--- src/rtl/elevator_pkg.sv ---
// Shared encodings for the SCAN elevator controller: actuator codes, door
// feedback codes, service direction and the controller state enum.
package elevator_pkg;

    localparam logic [1:0] ENG_STOP   = 2'b00;
    localparam logic [1:0] ENG_UP     = 2'b01;
    localparam logic [1:0] ENG_DOWN   = 2'b10;

    localparam logic [1:0] DOOR_HOLD  = 2'b00;
    localparam logic [1:0] DOOR_OPEN  = 2'b01;
    localparam logic [1:0] DOOR_CLOSE = 2'b10;

    localparam logic [1:0] SD_TRANSIT = 2'b00;
    localparam logic [1:0] SD_OPEN    = 2'b01;
    localparam logic [1:0] SD_CLOSED  = 2'b10;
    localparam logic [1:0] SD_INVALID = 2'b11;

    localparam logic [1:0] DIR_NONE   = 2'b00;
    localparam logic [1:0] DIR_UP     = 2'b01;
    localparam logic [1:0] DIR_DOWN   = 2'b10;

    typedef enum logic [2:0] {
        ST_IDLE,
        ST_MOVE_UP,
        ST_MOVE_DOWN,
        ST_DOOR_OPENING,
        ST_DOOR_OPEN,
        ST_DOOR_CLOSING,
        ST_FAULT
    } state_t;

endpackage

--- src/rtl/elevator_req_queue.sv ---
// Latched car/hall call registers with per-floor lamps and the above/below/here
// reductions the scheduler needs for a queried floor.
module elevator_req_queue #(
    parameter int unsigned FLOORS  = 8,
    parameter int unsigned LEVEL_W = $clog2(FLOORS)
) (
    input  logic               clk,
    input  logic               reset,
    input  logic [FLOORS-1:0]  btn_in,
    input  logic [FLOORS-1:0]  btn_up_out,
    input  logic [FLOORS-1:0]  btn_down_out,
    input  logic [LEVEL_W-1:0] level,
    input  logic               clr_car,
    input  logic               clr_up,
    input  logic               clr_down,
    output logic [FLOORS-1:0]  req_lamp,
    output logic               req_above,
    output logic               req_below,
    output logic               req_here_car,
    output logic               req_here_up,
    output logic               req_here_down
);

    // No up call exists at the top floor, no down call at the bottom floor.
    localparam logic [FLOORS-1:0] UP_MASK   = {1'b0, {(FLOORS-1){1'b1}}};
    localparam logic [FLOORS-1:0] DOWN_MASK = {{(FLOORS-1){1'b1}}, 1'b0};

    logic [FLOORS-1:0] car_q, up_q, down_q;
    logic [FLOORS-1:0] car_d, up_d, down_d;
    logic [FLOORS-1:0] level_sel;
    logic [FLOORS-1:0] any_req;

    assign level_sel = FLOORS'(1) << level;

    // A press in the same cycle as a clear keeps the call pending.
    always_comb begin
        car_d  = (car_q & ~(level_sel & {FLOORS{clr_car}})) | btn_in;
        up_d   = ((up_q & ~(level_sel & {FLOORS{clr_up}})) | btn_up_out) & UP_MASK;
        down_d = ((down_q & ~(level_sel & {FLOORS{clr_down}})) | btn_down_out) & DOWN_MASK;
    end

    always_ff @(posedge clk) begin
        if (!reset) begin
            car_q    <= '0;
            up_q     <= '0;
            down_q   <= '0;
            req_lamp <= '0;
        end else begin
            car_q    <= car_d;
            up_q     <= up_d;
            down_q   <= down_d;
            req_lamp <= car_d | up_d | down_d;
        end
    end

    assign any_req       = car_q | up_q | down_q;
    assign req_here_car  = |(car_q & level_sel);
    assign req_here_up   = |(up_q & level_sel);
    assign req_here_down = |(down_q & level_sel);

    always_comb begin
        req_above = 1'b0;
        req_below = 1'b0;
        for (int unsigned i = 0; i < FLOORS; i++) begin
            if (LEVEL_W'(i) > level) req_above = req_above | any_req[i];
            if (LEVEL_W'(i) < level) req_below = req_below | any_req[i];
        end
    end

endmodule

--- src/rtl/elevator_scan.sv ---
// Single-car collective-selective (SCAN) elevator controller with door dwell,
// motion watchdog and sticky fault.
module elevator_scan
    import elevator_pkg::*;
#(
    parameter int unsigned FLOORS       = 8,
    parameter int unsigned LEVEL_W      = $clog2(FLOORS),
    parameter int unsigned DOOR_TIME    = 16,
    parameter int unsigned MOVE_TIMEOUT = 256
) (
    input  logic               clk,
    input  logic               reset,
    input  logic               open_btn,
    input  logic               close_btn,
    input  logic               overload,
    input  logic               sensor_inside,
    input  logic               sensor_up,
    input  logic               sensor_down,
    input  logic [1:0]         sensor_door,
    input  logic [FLOORS-1:0]  btn_in,
    input  logic [FLOORS-1:0]  btn_up_out,
    input  logic [FLOORS-1:0]  btn_down_out,
    output logic [1:0]         engine,
    output logic [1:0]         door,
    output logic [LEVEL_W-1:0] level_display,
    output logic [FLOORS-1:0]  req_lamp,
    output logic [1:0]         dir_ind,
    output logic               fault
);

    localparam int unsigned DWELL_W = $clog2(DOOR_TIME + 1);
    localparam int unsigned MOVE_W  = $clog2(MOVE_TIMEOUT + 1);
    localparam logic [LEVEL_W-1:0] TOP_LEVEL  = LEVEL_W'(FLOORS - 1);
    localparam logic [DWELL_W-1:0] DWELL_LAST = DWELL_W'(DOOR_TIME - 1);
    localparam logic [MOVE_W-1:0]  MOVE_LAST  = MOVE_W'(MOVE_TIMEOUT - 1);

    state_t             state_q, state_d;
    logic [LEVEL_W-1:0] level_d, query_level;
    logic [1:0]         dir_d, engine_d, door_d;
    logic [DWELL_W-1:0] dwell_q, dwell_d;
    logic [MOVE_W-1:0]  move_q, move_d;
    logic               fault_d, fault_event;
    logic               clr_car, clr_up, clr_down;
    logic               req_above, req_below;
    logic               req_here_car, req_here_up, req_here_down;

    elevator_req_queue #(
        .FLOORS (FLOORS),
        .LEVEL_W(LEVEL_W)
    ) u_req_queue (
        .clk          (clk),
        .reset        (reset),
        .btn_in       (btn_in),
        .btn_up_out   (btn_up_out),
        .btn_down_out (btn_down_out),
        .level        (query_level),
        .clr_car      (clr_car),
        .clr_up       (clr_up),
        .clr_down     (clr_down),
        .req_lamp     (req_lamp),
        .req_above    (req_above),
        .req_below    (req_below),
        .req_here_car (req_here_car),
        .req_here_up  (req_here_up),
        .req_here_down(req_here_down)
    );

    // While moving, the stop decision looks at the floor being arrived at.
    always_comb begin
        query_level = level_display;
        if (state_q == ST_MOVE_UP && sensor_up) begin
            query_level = level_display + LEVEL_W'(1);
        end else if (state_q == ST_MOVE_DOWN && sensor_down) begin
            query_level = level_display - LEVEL_W'(1);
        end
    end

    assign fault_event = (sensor_up && sensor_down)
                      || (sensor_up && (engine != ENG_UP || level_display == TOP_LEVEL))
                      || (sensor_down && (engine != ENG_DOWN || level_display == '0))
                      || (sensor_door == SD_INVALID);

    // Next-state, service-direction, timer and call-clear logic.
    always_comb begin
        state_d  = state_q;
        level_d  = level_display;
        dir_d    = dir_ind;
        dwell_d  = dwell_q;
        move_d   = '0;
        fault_d  = fault;
        clr_car  = 1'b0;
        clr_up   = 1'b0;
        clr_down = 1'b0;
        engine_d = ENG_STOP;
        door_d   = DOOR_HOLD;

        if (state_q != ST_FAULT && fault_event) begin
            state_d = ST_FAULT;
            fault_d = 1'b1;
        end else begin
            case (state_q)
                ST_IDLE: begin
                    if (req_here_car || req_here_up || req_here_down || open_btn) begin
                        state_d = ST_DOOR_OPENING;
                    end else if (dir_ind == DIR_UP && req_above) begin
                        state_d = ST_MOVE_UP;
                    end else if (dir_ind == DIR_DOWN && req_below) begin
                        state_d = ST_MOVE_DOWN;
                    end else if (req_above) begin
                        state_d = ST_MOVE_UP;
                        dir_d   = DIR_UP;
                    end else if (req_below) begin
                        state_d = ST_MOVE_DOWN;
                        dir_d   = DIR_DOWN;
                    end else begin
                        dir_d = DIR_NONE;
                    end
                end
                ST_MOVE_UP: begin
                    if (sensor_up) begin
                        level_d = query_level;
                        if (req_here_car || req_here_up || (req_here_down && !req_above)) begin
                            state_d = ST_DOOR_OPENING;
                        end
                    end else if (move_q == MOVE_LAST) begin
                        state_d = ST_FAULT;
                        fault_d = 1'b1;
                    end else begin
                        move_d = move_q + MOVE_W'(1);
                    end
                end
                ST_MOVE_DOWN: begin
                    if (sensor_down) begin
                        level_d = query_level;
                        if (req_here_car || req_here_down || (req_here_up && !req_below)) begin
                            state_d = ST_DOOR_OPENING;
                        end
                    end else if (move_q == MOVE_LAST) begin
                        state_d = ST_FAULT;
                        fault_d = 1'b1;
                    end else begin
                        move_d = move_q + MOVE_W'(1);
                    end
                end
                ST_DOOR_OPENING: begin
                    dwell_d = '0;
                    if (sensor_door == SD_OPEN) begin
                        state_d = ST_DOOR_OPEN;
                        clr_car = 1'b1;
                        case (dir_ind)
                            DIR_UP: begin
                                clr_up = 1'b1;
                                if (!req_above) begin
                                    dir_d    = DIR_DOWN;
                                    clr_down = 1'b1;
                                end
                            end
                            DIR_DOWN: begin
                                clr_down = 1'b1;
                                if (!req_below) begin
                                    dir_d  = DIR_UP;
                                    clr_up = 1'b1;
                                end
                            end
                            default: begin
                                clr_up   = 1'b1;
                                clr_down = 1'b1;
                            end
                        endcase
                    end
                end
                ST_DOOR_OPEN: begin
                    if (req_here_car || (dir_ind != DIR_DOWN && req_here_up)
                                     || (dir_ind != DIR_UP && req_here_down)) begin
                        clr_car  = 1'b1;
                        clr_up   = (dir_ind != DIR_DOWN);
                        clr_down = (dir_ind != DIR_UP);
                        dwell_d  = '0;
                    end else if (overload) begin
                        dwell_d = '0;
                    end else if (close_btn) begin
                        state_d = ST_DOOR_CLOSING;
                        dwell_d = '0;
                    end else if (sensor_inside) begin
                        dwell_d = '0;
                    end else if (dwell_q == DWELL_LAST) begin
                        state_d = ST_DOOR_CLOSING;
                        dwell_d = '0;
                    end else begin
                        dwell_d = dwell_q + DWELL_W'(1);
                    end
                end
                ST_DOOR_CLOSING: begin
                    if (sensor_inside || open_btn || overload) begin
                        state_d = ST_DOOR_OPENING;
                    end else if (sensor_door == SD_CLOSED) begin
                        state_d = ST_IDLE;
                    end
                end
                ST_FAULT: begin
                    fault_d = 1'b1;
                end
                default: begin
                    state_d = ST_FAULT;
                    fault_d = 1'b1;
                end
            endcase
        end

        case (state_d)
            ST_MOVE_UP:      engine_d = ENG_UP;
            ST_MOVE_DOWN:    engine_d = ENG_DOWN;
            default:         engine_d = ENG_STOP;
        endcase
        case (state_d)
            ST_DOOR_OPENING: door_d = DOOR_OPEN;
            ST_DOOR_CLOSING: door_d = DOOR_CLOSE;
            default:         door_d = DOOR_HOLD;
        endcase
    end

    always_ff @(posedge clk) begin
        if (!reset) begin
            state_q       <= ST_IDLE;
            level_display <= '0;
            dir_ind       <= DIR_NONE;
            dwell_q       <= '0;
            move_q        <= '0;
            engine        <= ENG_STOP;
            door          <= DOOR_HOLD;
            fault         <= 1'b0;
        end else begin
            state_q       <= state_d;
            level_display <= level_d;
            dir_ind       <= dir_d;
            dwell_q       <= dwell_d;
            move_q        <= move_d;
            engine        <= engine_d;
            door          <= door_d;
            fault         <= fault_d;
        end
    end

endmodule

--- config.mk ---
export PLATFORM = sky130hd
export DESIGN_NAME = elevator_scan
export DESIGN_NICKNAME = d
export VERILOG_FILES = /design/src/rtl/elevator_pkg.sv /design/src/rtl/elevator_req_queue.sv /design/src/rtl/elevator_scan.sv
export SDC_FILE = /design/constraint.sdc
export NUM_CORES = 1
export LEC_CHECK = 0
export ABC_AREA = 0
export BUFFER_PORTS_ARGS = -buffer_cell sky130_fd_sc_hd__buf_2
export CORE_MARGIN = 3
export CORE_UTILIZATION = 25
export CTS_BUF_LIST = sky130_fd_sc_hd__clkbuf_4 sky130_fd_sc_hd__clkbuf_8
export DETAILED_ROUTE_END_ITERATION = 10
export HOLD_SLACK_MARGIN = 0.12
export PLACE_DENSITY = 0.45
export SYNTH_ARGS = -nofsm -noshare
export SYNTH_HDL_FRONTEND = slang
export SYNTH_SLANG_ARGS = --single-unit
--- constraint.sdc ---
create_clock -name clk -period 5.96 [get_ports clk]
set_clock_uncertainty 0.1 [all_clocks]
set_input_delay 0.894 -clock clk [delete_from_list [all_inputs] [get_ports clk]]
set_output_delay 0.894 -clock clk [all_outputs]
set_load 0.05 [all_outputs]
==> reports/metrics.csv <==
stage;metric;value;unit
run_status;outcome;finished clean;
place;hpwlAfterDp;7.720;mm
global_routing;overflow;0;
cts;cts_setup_buffers;0;
worst_setup_path;slowest_delay;0.57;ns
worst_setup_path;cp_top_family;compound AO/OA/AOI/OAI gates;
cts;h-tree-depth;3;
worst_setup_path;path_class;register to register;
timing;whs;0.3254;ns
timing;max_slew_margin;55.38;%
worst_hold_path;hold_class;register to register;
layout;antenna_cells_inserted;0;
drt;drt-wirelength-per-cell;16.04;um
logic_synthesis;postSynthCellCount;413;
timing;final.setup.tns;0;ns
power;p_leak;0.001535;uW
run;drv_cap;0;
drt;route.antenna.remaining_nets;0;
cts;cts_buffers;9;
worst_setup_path;path_max_fanout;13;
drt;drc;0;
floorplan;dieArea;16050;um2
drt;totalWireLength;10.24;mm
layout;nets;499;
global_routing;antenna_found_initial;0;
worst_setup_path;r2r_setup_slack;2.00;ns
global_routing;grt_pass1_wl;16.44;mm
floorplan;initial_core_util;25.93;%
timing;fmax;252.6;MHz
timing;rsz0062_at_grt;no;
worst_setup_path;critPathBufInv;1;
logic_synthesis;syn-num-nets;455;
floorplan;core_region_area;14040;um2
timing;drv_slew;0;
worst_setup_path;cp_cell_sequence;bufinv_8, ha_1, nand2b_1, nor2_1, nor3_1, o22ai_1, nor2_2, a311oi_2, o21ai_2, o21ai_0, a41oi_1;
worst_setup_path;cp.required;6.13;ns
worst_hold_path;min-delay-start;move_q[8];
power;power.density;235.5;nW/um2
worst_setup_path;cp_slowest_cell;nor3_1;
logic_synthesis;synth_edf_count;0;
timing;hold_violations;0;
floorplan;die-width;126.7;um
logic_synthesis;ys_ff_latch;57;
worst_setup_path;r2r-start;level_display[0];
drt;first_pass_iters;4;
global_routing;gr-usage-all-layers;12.99;%
power;ir_drop;0.1153;mV
logic_synthesis;synth_area_per_cell;8.816;um2
worst_setup_path;r2r-end;u_req_queue.req_lamp[5];
cts;clock-root-buffer;clkbuf_8;
cts;clock-sinks;57;
logic_synthesis;synth_area;3641;um2
cts;cts_hold_buf;0;
logic_synthesis;yosys_warnings;0;
cts;cts_tree;done;
timing;period_share;66.43;%
drt;via_per_inst;5.058;
worst_setup_path;arrival;4.13;ns
worst_setup_path;startpoint_type;register;
global_routing;grt_pass1_vias;3143;
drt;num_vias;3227;
logic_synthesis;synthDistinctLibCells;81;
timing;setup_viol;0;
cts;clkTransAtPathRegs;0.06;ns
cts;clk_latency;0.35;ns
logic_synthesis;synthArstFlopShare;0;%
floorplan;die-height;126.7;um
global_routing;grt_start_max_net_pins;35;
cts;post_cts_resized;0;
layout;fin_util;29.80;%
layout;syn_to_final_growth;14.91;%
worst_setup_path;end_kind;register;
worst_hold_path;hold_path_end;move_q[8];
power;p_total;985.2;uW
cts;clock_path_buffers;2;
layout;drive_above_1_share;22.93;%
worst_hold_path;holdPathStages;2;
floorplan;row_count;43;
logic_synthesis;synth_seq_area_share;31.34;%
floorplan;io_pins;52;
timing;worstMarginPinSlew;0.6641;ns
logic_synthesis;synthFlopType;dfxtp_1;
layout;layout_common_cells;dfxtp_1, buf_2, nor2_1, a21oi_1, nand2_1;
place;port_buffers;49;
drt;drt_iter0_markers;219;
timing;finalCriticalPeriod;3.959;ns
layout;layout_commonest_cell;dfxtp_1;
place;globalplace.congestion;0.7910;
worst_setup_path;r2r_cells;11;
-- kinds of logic (layout without fill, tap and decap cells) --
logic type	count (synthesis)	in the layout	share of synthesized area [%]
muxes	14	14	4.227
and+or+nand+nor	165	165	25.53
buffers and inverters	36	81	5.360
adders and majority gates	8	8	2.749
AOI/OAI and AO/OA	121	121	26.46
DFF	57	57	31.34
xor gates and xnor gates	12	12	4.330
-- worst max-delay path by stage --
stage | startpoint | endpoint | slack [ns] | cells after the start
3_5_place_dp | sensor_down | u_req_queue.req_lamp[2] | 1.79 | 11
4_1_cts | level_display[0] | u_req_queue.req_lamp[2] | 2.01 | 11
6_report | level_display[0] | u_req_queue.req_lamp[5] | 2.00 | 11
3_3_place_gp | sensor_down | u_req_queue.req_lamp[2] | 1.80 | 11
2_1_floorplan | level_display[0] | u_req_queue.req_lamp[6] | 2.15 | 12
5_1_grt | level_display[0] | u_req_queue.req_lamp[0] | 1.70 | 11
-- sequential cells by signal, indices dropped and copies added, names as in the netlist, 3 cells and up --
register / cells
u_req_queue.down_q: 7
state_q: 3
u_req_queue.req_lamp: 8
level_display: 3
u_req_queue.up_q: 7
dwell_q: 5
move_q: 9
u_req_queue.car_q: 8
-- Yosys cell counts, drive strengths merged, types with 3 or more instances --
cell / n / share of area (%)
o21a: 4 / 0.82
nand2b: 6 / 1.0
nand4: 4 / 0.69
mux2i: 13 / 3.9
a31oi: 6 / 1.4
and3: 6 / 1.0
or3: 10 / 1.7
o2111ai: 5 / 2.2
a2bb2oi: 3 / 1.2
xnor2: 7 / 2.9
clkbuf: 9 / 0.93
a21oi: 31 / 5.0
o21ai: 24 / 3.5
buf: 8 / 2.1
nor2: 50 / 5.4
nand3: 17 / 2.3
ha: 8 / 2.7
a41oi: 6 / 1.6
dfxtp: 57 / 31
nor3: 19 / 2.7
inv: 17 / 1.8
and2: 6 / 1.0
nand2: 25 / 3.0
nor2b: 5 / 0.86
o22ai: 15 / 3.4
xor2: 5 / 1.4
nor4: 3 / 1.3
or2: 4 / 0.76
-- metal layers --
| layer | share of wire (%) | track usage (%) | up-vias |
|---|---|---|---|
| li1 | - | - | 1612 |
| met1 | 47 | 16.74 | 1531 |
| met2 | 47 | 20.58 | 72 |
| met3 | 4.8 | 4.000 | 12 |
| met4 | 1.6 | 4.543 | 0 |
| met5 | 0 | 0 | - |
-- area by class of cell --
class / instances / area (um2)
repair buffers: 50 / 252.7
clock buffers: 11 / 145.1
fillers: 1478 / 9858
multi-input cells: 320 / 2305
inverters: 19 / 85.08
well taps: 180 / 225.2
flip-flops and latches: 57 / 1141
clock inverters: 1 / 30.03
-- per-stage QoR --
stage,worst slack (ns),cells,area [um2]
after floorplan,2.150,413,3641
after global placement,1.805,626,4009
after detailed placement,1.789,626,4009
after CTS,2.006,638,4184
after global routing,1.696,638,4184
final,2.001,638,4184
-- worst reg2reg max path: cells and delay by family, from the launching register on --
kind / cells / cell delay [ns]
adders and majority gates: 1 / 0.47
AOI/OAI and AO/OA: 5 / 1.30
DFF: 1 / 0.51
and+or+nand+nor: 4 / 1.20
buffers and inverters: 1 / 0.27
-- power by group --
part	switching (uW)	total, uW	internal (uW)
Combinational	136	218	81.5
Clock	147	347	200
Sequential	21.3	421	400
Total	305	985	681
No activity file was read; power rests on OpenSTA's default activity.
